==> config.mk <==
export PLATFORM = sky130hd
export DESIGN_NAME = sim_reset_finish_ctrl
export DESIGN_NICKNAME = d
export VERILOG_FILES = /design/src/rtl/sim_reset_finish_ctrl.sv
export SDC_FILE = /design/constraint.sdc
export NUM_CORES = 1
export LEC_CHECK = 0
export ABC_CLOCK_PERIOD_IN_PS = 4000
export CAP_MARGIN = 20
export CORE_MARGIN = 4
export CORE_UTILIZATION = 40
export CTS_CLUSTER_DIAMETER = 200
export CTS_CLUSTER_SIZE = 10
export DETAILED_ROUTE_END_ITERATION = 16
export GPL_TIMING_DRIVEN = 0
export SYNTH_ARGS = -nofsm -noshare
export SYNTH_HDL_FRONTEND = slang
export SYNTH_SLANG_ARGS = --single-unit
==> constraint.sdc <==
create_clock -name CLK -period 4 [get_ports CLK]
set_input_delay 0.8 -clock CLK [delete_from_list [all_inputs] [get_ports CLK]]
set_output_delay 0.8 -clock CLK [all_outputs]
set_load 0.005 [all_outputs]
==> src/rtl/sim_reset_finish_ctrl.sv <==
// Design-side reset stretcher, soft-reset handshake and finish-request controller
// for the simulation harness.
module sim_reset_finish_ctrl #(
    parameter int unsigned RESET_HOLD_CYCLES = 20,
    parameter int unsigned COUNT_WIDTH       = 32,
    parameter int unsigned TIMEOUT_CYCLES    = 0
) (
    input  logic                   CLK,
    input  logic                   RST,
    input  logic                   soft_rst_req,
    output logic                   soft_rst_ack,
    output logic                   rst_out,
    output logic                   rst_done,
    input  logic                   done_in,
    output logic                   finish_req,
    input  logic                   finish_ack,
    output logic [COUNT_WIDTH-1:0] cycle_count,
    output logic                   timeout
);

    localparam int unsigned HOLD_EFF = (RESET_HOLD_CYCLES == 0) ? 1 : RESET_HOLD_CYCLES;
    localparam int unsigned HOLD_W   = $clog2(HOLD_EFF + 1);
    localparam logic [HOLD_W-1:0] HOLD_LAST = HOLD_W'(HOLD_EFF - 1);
    localparam logic [COUNT_WIDTH-1:0] TO_LAST =
        (TIMEOUT_CYCLES == 0) ? '0 : COUNT_WIDTH'(TIMEOUT_CYCLES - 1);

    typedef enum logic [2:0] {
        StHold,
        StRun,
        StSoft,
        StAck,
        StFinish,
        StHalt
    } state_t;

    state_t                 r_state;
    logic [HOLD_W-1:0]      r_hold_cnt;
    logic                   r_rst_out;
    logic                   r_ack;
    logic                   r_finish_req;
    logic [COUNT_WIDTH-1:0] r_cycle_count;
    logic                   r_timeout;
    logic                   r_armed;

    logic [COUNT_WIDTH-1:0] w_cnt_inc;
    logic                   w_hold_last;
    logic                   w_timeout_hit;

    assign w_cnt_inc   = (&r_cycle_count) ? r_cycle_count : r_cycle_count + COUNT_WIDTH'(1);
    assign w_hold_last = (r_hold_cnt == HOLD_LAST);
    // The first RUN cycle after HOLD still has rst_out high and is not a run cycle.
    assign w_timeout_hit = (TIMEOUT_CYCLES != 0) && (r_cycle_count == TO_LAST) && !r_rst_out;

    always_ff @(posedge CLK) begin
        if (RST) begin
            r_state       <= StHold;
            r_hold_cnt    <= '0;
            r_rst_out     <= 1'b1;
            r_ack         <= 1'b0;
            r_finish_req  <= 1'b0;
            r_cycle_count <= '0;
            r_timeout     <= 1'b0;
            r_armed       <= 1'b1;
        end else begin
            // A new soft reset needs the request to have been seen low first.
            if (!soft_rst_req) begin
                r_armed <= 1'b1;
            end
            case (r_state)
                StHold: begin
                    r_hold_cnt <= r_hold_cnt + HOLD_W'(1);
                    if (w_hold_last) begin
                        r_state <= StRun;
                    end
                end
                StRun: begin
                    if (!r_rst_out) begin
                        r_cycle_count <= w_cnt_inc;
                    end
                    r_rst_out <= 1'b0;
                    if (done_in) begin
                        r_finish_req <= 1'b1;
                        r_state      <= StFinish;
                    end else if (w_timeout_hit) begin
                        r_timeout    <= 1'b1;
                        r_finish_req <= 1'b1;
                        r_state      <= StFinish;
                    end else if (soft_rst_req && r_armed) begin
                        r_rst_out     <= 1'b1;
                        r_cycle_count <= '0;
                        r_hold_cnt    <= '0;
                        r_armed       <= 1'b0;
                        r_state       <= StSoft;
                    end
                end
                StSoft: begin
                    r_hold_cnt <= r_hold_cnt + HOLD_W'(1);
                    if (w_hold_last) begin
                        r_rst_out <= 1'b0;
                        r_ack     <= 1'b1;
                        r_state   <= StAck;
                    end
                end
                StAck: begin
                    r_cycle_count <= w_cnt_inc;
                    if (done_in) begin
                        r_ack        <= 1'b0;
                        r_finish_req <= 1'b1;
                        r_state      <= StFinish;
                    end else if (w_timeout_hit) begin
                        r_ack        <= 1'b0;
                        r_timeout    <= 1'b1;
                        r_finish_req <= 1'b1;
                        r_state      <= StFinish;
                    end else if (!soft_rst_req) begin
                        r_ack   <= 1'b0;
                        r_state <= StRun;
                    end
                end
                StFinish: begin
                    r_rst_out <= 1'b0;
                    if (finish_ack) begin
                        r_finish_req <= 1'b0;
                        r_state      <= StHalt;
                    end
                end
                StHalt: begin
                    r_state <= StHalt;
                end
                default: begin
                    r_state <= StHold;
                end
            endcase
        end
    end

    assign soft_rst_ack = r_ack;
    assign rst_out      = r_rst_out;
    assign rst_done     = ~r_rst_out;
    assign finish_req   = r_finish_req;
    assign cycle_count  = r_cycle_count;
    assign timeout      = r_timeout;

endmodule

* Word level (Yosys, flattened, before mapping)
Cells that the tools add are included.
** Word-level totals
- Bits in registers :: 44
- Input bits :: 5
- Word-level logic and storage cells :: 70
** Operators by class
- Add/subtract/negate cells :: 2
- Equal/unequal tests :: 14
- Mux-type cells :: 31
- Bitwise operators :: 1
- Reduce and logical (&&, ||, !) cells :: 15
** Operators with widths (count)
- 32-bit 2-to-1 mux :: 4
- 32-bit case mux with 2 select lines :: 1
- 32-bit by 1-bit adder with 32-bit output, second input constant :: 1
- 32-bit AND reduction :: 1
- 3-bit 2-to-1 mux :: 7
- 3-bit case mux with 6 select lines :: 1
- 1-bit 2-to-1 mux :: 12
- 5-bit 2-to-1 mux :: 2
- 2-bit != test, second input constant :: 5
- 5-bit case mux with 2 select lines :: 1
- 3-bit AND reduction :: 3
- 2-bit nonzero test :: 4
- 3-bit by 2-bit == test with 1-bit output, second input constant :: 2
- 3-bit == test, second input constant :: 2
- 3-bit != test, second input constant :: 2
- 5-bit by 1-bit adder with 5-bit output, second input constant :: 1
- 5-bit == test, second input constant :: 1
- 5-bit AND reduction :: 1
- 1-bit case mux with 2 select lines :: 2
- 2-bit OR reduction :: 2
- 3-bit by 1-bit == test with 1-bit output, second input constant :: 1
- 3-bit zero test :: 1
- 1-bit case mux with 3 select lines :: 1
- 3-bit nonzero test :: 1
- other kinds (4) :: 4

* Longest topological paths before layout
Gate-level depths: netlist of run 1.
- Depth in word-level cells :: 6
- Depth in mapped cells :: 7
- Mapped depth without buffers :: 6

* Least setup slack after synthesis of run 1
OpenSTA, ideal clock, no wires.
- Kind :: input -> register
- Start :: input done_in
- End :: register r_cycle_count[30] (netlist: cycle_count[30])
- Data arrival time :: 2061 ps
- Required time :: 3905 ps
- Path slack :: 1844 ps
- Cell stages on the path :: 6
- Path through :: nand4bb_1 -> buf_2 -> nand3_1 -> or4_1 -> a2bb2oi_1 -> a221oi_1
** On the way
- Word-level cells in the longest chain between the ends :: 2
** RTL lines
- from (decl) :: line 14 : input logic done_in,
- 32-bit 2-to-1 mux :: line 81 : if (done_in) begin
- 32-bit case mux with 2 select lines :: line 69 : case (r_state)
- to (signal assigned) :: line 78 : r_cycle_count <= w_cnt_inc;
- to (signal assigned) :: line 105 : r_cycle_count <= w_cnt_inc;
- to (decl) :: line 41 : logic [COUNT_WIDTH-1:0] r_cycle_count;
Every way passes these cells.
A chain may end at the register's enable or synchronous reset.

* Worst setup path after layout of run 1
- Start :: input done_in
- End :: register r_cycle_count[7] (netlist: cycle_count[7])
Same word-level chain as after synthesis.

==> results of run 1 <==
-- logic make-up (layout without fill, tap and decap cells) --
| group | count (synthesis) | after routing | synth area share |
|---|---|---|---|
| compound gates | 92 | 92 | 0.263 |
| xor+xnor | 3 | 3 | 0.00998 |
| fa+ha+maj | 2 | 2 | 0.00950 |
| buf+inv | 29 | 77 | 0.0451 |
| flops | 44 | 44 | 0.334 |
| other cells | 1 | 1 | 0.00142 |
| simple gates | 155 | 155 | 0.337 |
-- final cells by class --
class	instances	area [um2]	share of cell area
Inverter	9	33.8	0.0104
Buffer	20	85.1	0.0263
Timing Repair Buffer	40	400	0.124
Clock inverter	2	35.0	0.0108
Sequential cell	44	881	0.272
Multi-Input combinational cell	253	1630	0.505
Tap cell	77	96.3	0.0298
Clock buffer	6	72.6	0.0224
-- cell usage after synthesis, types with 4 or more instances --
master,number
o211ai_1,6
a41oi_1,5
a311oi_1,6
nand4_1,12
nor2b_1,4
nand2b_1,4
nor4_1,9
inv_1,9
clkbuf_1,14
and4_1,4
a31oi_1,9
or4_1,5
nor2_1,20
and3_1,14
a21oi_1,14
nand2_1,28
buf_2,4
nand3_1,17
dfxtp_1,44
nor3_1,15
o21ai_0,12
a211oi_1,4
-- power breakdown --
group	internal [uW]	leakage [uW]	total, uW	switching, uW
logic	13.0	0.000656	38.0	25.0
registers	440	0.000355	443	2.53
clock network	186	0.0000552	349	163
-- worst max-delay path, delay by kind of cell --
family	cells	cell delay (ps)
AO/OA/AOI/OAI	2	410
buffers and inverters	3	1160
AND/OR/NAND/NOR	2	960
-- metal layers --
layer / vias to the layer above / routed length [um] / global-route usage
met5: - / 0 / 0
met4: 0 / 266 / 0.0961
met3: 19 / 611 / 0.0341
met2: 116 / 3980 / 0.360
met1: 1367 / 3810 / 0.310
li1: 1371 / - / -
-- how the worst max path moves through the flow --
stage | startpoint | endpoint | slack, ps | depth (start not counted)
2_1_floorplan | done_in | cycle_count[30] | 1840 | 6
3_3_place_gp | done_in | cycle_count[7] | 580 | 7
3_5_place_dp | done_in | cycle_count[7] | 660 | 7
4_1_cts | done_in | cycle_count[7] | 950 | 7
5_1_grt | done_in | cycle_count[7] | 700 | 7
6_report | done_in | cycle_count[7] | 870 | 7
-- flip-flops by register name, summed over array words and instances (netlist names) --
signal	cells
r_hold_cnt	5
r_state	3
rst_out	1
r_armed	1
finish_req	1
cycle_count	32
soft_rst_ack	1
-- cells in the final DEF (no fill, tap or decap), drive strengths merged, types with 3 or more instances in the layout --
cell,netlist,layout
dfxtp,44,44
clkdlybuf4s50,0,40
nand2,28,28
clkbuf,15,21
nor2,20,20
nand3,18,18
nor3,16,16
and3,14,14
a21oi,14,14
o21ai,14,14
nand4,13,13
nor4,10,10
inv,9,9
a31oi,9,9
a311oi,7,7
o211ai,6,6
or4,6,6
a41oi,5,5
buf,5,5
and4,4,4
nor2b,4,4
nand2b,4,4
a211oi,4,4
o31ai,4,4
nand3b,3,3
or2,3,3
nor4b,3,3
o41ai,3,3
a22oi,3,3
xor2,3,3
-- metrics by stage --
stage | cell area (um2) | util | hold WS, ps | instances | total power, uW
2_1_floorplan | 2630 | - | 479 | 326 | 475
3_3_place_gp | 3130 | 0.490 | 501 | 443 | 491
3_5_place_dp | 3130 | 0.490 | 497 | 443 | 490
4_1_cts | 3240 | 0.507 | 509 | 451 | 834
5_1_grt | 3240 | 0.507 | 531 | 451 | 856
6_report | 3240 | 0.507 | 514 | 451 | 829
==> results.cfg, run 1 <==
[yosys]
post_synth_inst_count = 326
synth.avg_cell_area_um2 = 8.08
synth_area_leader_cell = dfxtp_1
synth_seq_cells = 44
yosys.area.top_type_share = 0.334
yosys_warnings = 0
synth-edff-count = 0
syn-cell-area_um2 = 2630
synth-main-ff-cell = dfxtp_1
synth_nets = 333
synth.area.top_cells = dfxtp_1 (33%), nand2_1 (4.0%), and3_1 (3.3%)
synth.yosys.seq_area_share = 0.334
synth.distinct_cells = 67
async_flop_share = 0

[sta]
timing.final.crit_share = 0.784
slew_headroom = 0.417
period_needed_ps = 3130
report.final.setup_viol = 0
hold_viol = 0
slew_viol_final = 0
worst_slew_pin_slew_ps = 874
postLayoutSetupSlackWorst_ps = 866
max_clock_freq_mhz = 319
fin_setup_tns_ps = 0
rsz0062_at_grt = no
skew_ps = 12.2

[final_layout]
layout-drive-gt1-share = 0.0749
nFillCells = 652
ant_cells = 0
finalNetCount = 380
area_growth_pct = 22.9

[min_path]
number_of_cells_traversed_by_the_worst_hold_path = 1
hold_path.startpoint = cycle_count[27]
hold_end = cycle_count[27]
hp-class = reg2reg

[global_routing]
grt_antenna_before_repair = 0
maximum_number_of_pins_on_one_net_before_global_route_repair = 14
grt_remaining_overflow = 0
grt_pass1_wl_um = 13900
global_route.usage.total = 0.228
number_of_global_route_vias_before_repair = 2650

[run_status]
outcome = completed

[cts]
clock-sinks = 44
ctsLongestPathBuffers = 2
post_cts_hold_buffer_count = 0
cts.clk_slew.worst_paths_ps = 90
tritoncts = built
htree_levels = 2
cts-resized-gates = 0
tritoncts.num_buffers = 5
cts.repair_timing.setup_buffer_count = 0
clk_latency_ps = 310
root_buffer = clkbuf_8

[worst_setup_path]
worst_reg2reg_endpoint = cycle_count[10]
worst_ep_arrival_ps = 3340
crit_path_cell_trace = clkdlybuf4s50_1 > and4bb_2 > clkbuf_1 > nor3_1 > buf_2 > a31oi_1 > a311oi_1
timing.rr.start = cycle_count[0]
worst-path-max-fanout = 10
timing.reg2reg.setup_slack_ps = 1470
worst-r2r-cell-count = 7
worst_ep_required_time_ps = 4210
crit_path_start_kind = input port
timing.critical_path.to_type = flop
critical-path-max-stage-delay_ps = 690
slowest_stage = nor3_1
worstSetupPathType = in2reg

[detailed_routing]
wl_um = 8670
detailedRoute.firstPassIterationCount = 5
vias_per_cell = 6.37
route.detailed.drc = 0
detail-route-antenna-nets = 0
wl_per_cell_um = 19.2
routed-via-count = 2873
drt_iter0_markers = 206

[die]
fp.dieArea_um2 = 7950
number_of_core_rows = 29
die_height_um = 89.1
die_w_um = 89.1
start_util = 0.412
ios = 42
fp.coreArea_um2 = 6390

[pwr]
ir_drop_mv = 0.174
power_per_unit_of_standard_cell_area_nw_per_um2 = 256
leakagePower_uw = 0.00107

[placement]
dpl.hpwl_um = 6100
numPortBuffers = 40
place_congestion = 0.948
worst_setup_slack_post_dpl_ps = 658

[flow_run]
drv.max_cap_violation_count = 0
Power figures use the tool's default switching activity.
==> run 2, diff against run 1 <==
--- a/config.mk
+++ b/config.mk
@@ -5,7 +5,7 @@
 export SDC_FILE = /design/constraint.sdc
 export NUM_CORES = 1
 export LEC_CHECK = 0
-export ABC_CLOCK_PERIOD_IN_PS = 4000
+export ABC_CLOCK_PERIOD_IN_PS = 3200
 export CAP_MARGIN = 20
 export CORE_MARGIN = 4
 export CORE_UTILIZATION = 40
==> constraint.sdc (replaced) <==
create_clock -name CLK -period 3.2 [get_ports CLK]
set_input_delay 0.64 -clock CLK [delete_from_list [all_inputs] [get_ports CLK]]
set_output_delay 0.64 -clock CLK [all_outputs]
set_load 0.005 [all_outputs]
==> results of run 2 <==
The final DEF is identical to that of run 1. Status: completed.
Among the figures that moved: setup slack after placement 658 ps -> 18.1 ps; setup slack after layout 866 ps -> 226 ps; register-to-register setup slack 1470 ps -> 670 ps; total power 829 uW -> 1040 uW; worst IR drop on VDD 0.174 mV -> 0.217 mV
==> run 3, diff against run 2 <==
--- a/config.mk
+++ b/config.mk
@@ -13,6 +13,8 @@
 export CTS_CLUSTER_SIZE = 10
 export DETAILED_ROUTE_END_ITERATION = 16
 export GPL_TIMING_DRIVEN = 0
+export PLACE_DENSITY_LB_ADDON = 0.25
 export SYNTH_ARGS = -nofsm -noshare
 export SYNTH_HDL_FRONTEND = slang
 export SYNTH_SLANG_ARGS = --single-unit
+export TNS_END_PERCENT = 50
==> run 3 against run 2 <==
Effect of this change: hold slack improved by 4.0 ps; wire length is 3.2% lower; clock skew shrank 8.1 ps; core utilization decreased by 0.27 points; sequential power about the same; total power fell by 6.7%; critical path type unchanged; largest cell class unchanged; highest routed layer unchanged.
==> results.cfg, run 3 (synthesis gave the netlist of run 1 again) <==
[global_routing]
grt_pass1_wl_um = 13700
maximum_number_of_pins_on_one_net_before_global_route_repair = 13
grt_remaining_overflow = 0
grt_antenna_before_repair = 0
global_route.usage.total = 0.222
number_of_global_route_vias_before_repair = 2695

[worst_setup_path]
worst_ep_required_time_ps = 3390
worstSetupPathType = in2reg
worst-path-max-fanout = 10
crit_path_start_kind = input port
worst_ep_arrival_ps = 3190
timing.critical_path.to_type = flop

[cts]
htree_levels = 2
cts.clk_slew.worst_paths_ps = 80
cts-resized-gates = 0
post_cts_hold_buffer_count = 0
cts.repair_timing.setup_buffer_count = 0
ctsLongestPathBuffers = 2
clk_latency_ps = 300
root_buffer = clkbuf_8
tritoncts = built
tritoncts.num_buffers = 5
clock-sinks = 44

[sta]
rsz0062_at_grt = no
slew_viol_final = 0
hold_viol = 0
max_clock_freq_mhz = 333
report.final.setup_viol = 0
worst_slew_pin_slew_ps = 856
timing.final.crit_share = 0.938
worst_hold_slack_ps = 518
slew_headroom = 0.429
period_needed_ps = 3000
skew_ps = 4.11

[detailed_routing]
wl_per_cell_um = 18.6
routed-via-count = 2931
route.detailed.drc = 0
vias_per_cell = 6.50
detailedRoute.firstPassIterationCount = 5
detail-route-antenna-nets = 0
drt_iter0_markers = 329
wl_um = 8400

[final_layout]
finalNetCount = 380
largest_register_ff_count = 32
nFillCells = 627
ant_cells = 0
area_growth_pct = 22.3
layout.cells.most_common = dfxtp_1
layout-drive-gt1-share = 0.0722
layout_common_cells = dfxtp_1 (44), clkdlybuf4s50_1 (40), nand2_1 (28)

[flow_run]
drv.max_cap_violation_count = 0

[placement]
numPortBuffers = 40
dpl.hpwl_um = 5980
place_congestion = 0.928

[die]
die_height_um = 89.1
ios = 42
die_w_um = 89.1
fp.coreArea_um2 = 6390
start_util = 0.412
fp.dieArea_um2 = 7950
number_of_core_rows = 29

[pwr]
power_per_unit_of_standard_cell_area_nw_per_um2 = 300
ir_drop_mv = 0.170
overall_power_of_the_completed_layout_uw = 967
leakagePower_uw = 0.00106

[run_status]
outcome = completed

[min_path]
hp-class = reg2reg
run 3: changes by cell type in the layout (fill, tap and decap cells not counted), sizes merged:
cell	delta
clkbuf	+2
clkinv	-1
bufinv	-1
run 3: routing by layer:
layer  track usage  up-vias  part of all wire
met1         0.297     1392              0.43
met2         0.362      142              0.47
met4        0.0785        0             0.021
met5             0        -                 0
met3        0.0332       19             0.079
li1              -     1378                 -
run 3: final timing paths:
kind                                 startpoint               to  slack, ps  depth (start not counted)
worst min register to register  cycle_count[20]  cycle_count[20]        520                          2
worst max-delay path                    done_in   cycle_count[7]        200                          7
worst min-delay path            cycle_count[20]  cycle_count[20]        520                          2
worst max register to register   cycle_count[0]  cycle_count[10]        730                          7
run 3: worst max-delay path, cell delays in order:
cell and delay [ps]:
clkdlybuf4s50_1 600, and4bb_2 270, clkbuf_1 190, nor3_1 650, buf_2 370, a31oi_1 120, a311oi_1 350
run 3: cell type report:
| cell class | instances | area [um2] | share of cell area |
|---|---|---|---|
| plain buffers | 20 | 85.1 | 0.0264 |
| clock buffers | 8 | 90.1 | 0.0280 |
| inverters | 9 | 33.8 | 0.0105 |
| multi-input cells | 253 | 1630 | 0.507 |
| flip-flops and latches | 44 | 881 | 0.274 |
| well taps | 77 | 96.3 | 0.0299 |
| repair buffers | 40 | 400 | 0.124 |
run 3: power by group:
| group | total [uW] | internal, uW | switching, uW |
|---|---|---|---|
| clock | 366 | 176 | 190 |
| combinational | 47.6 | 16.3 | 31.4 |
| sequential | 554 | 550 | 3.25 |
run 3: stage by stage:
step,cell area (um2),setup slack [ps],instances,setup TNS [ps],utilization
6_report,3220,199,451,0,0.504
5_1_grt,3220,167,451,0,0.504
4_1_cts,3220,379,451,0,0.504
3_5_place_dp,3130,97.9,443,0,0.490
3_3_place_gp,3130,-1.43,443,-1.43,0.490
2_1_floorplan,2630,1150,326,0,-
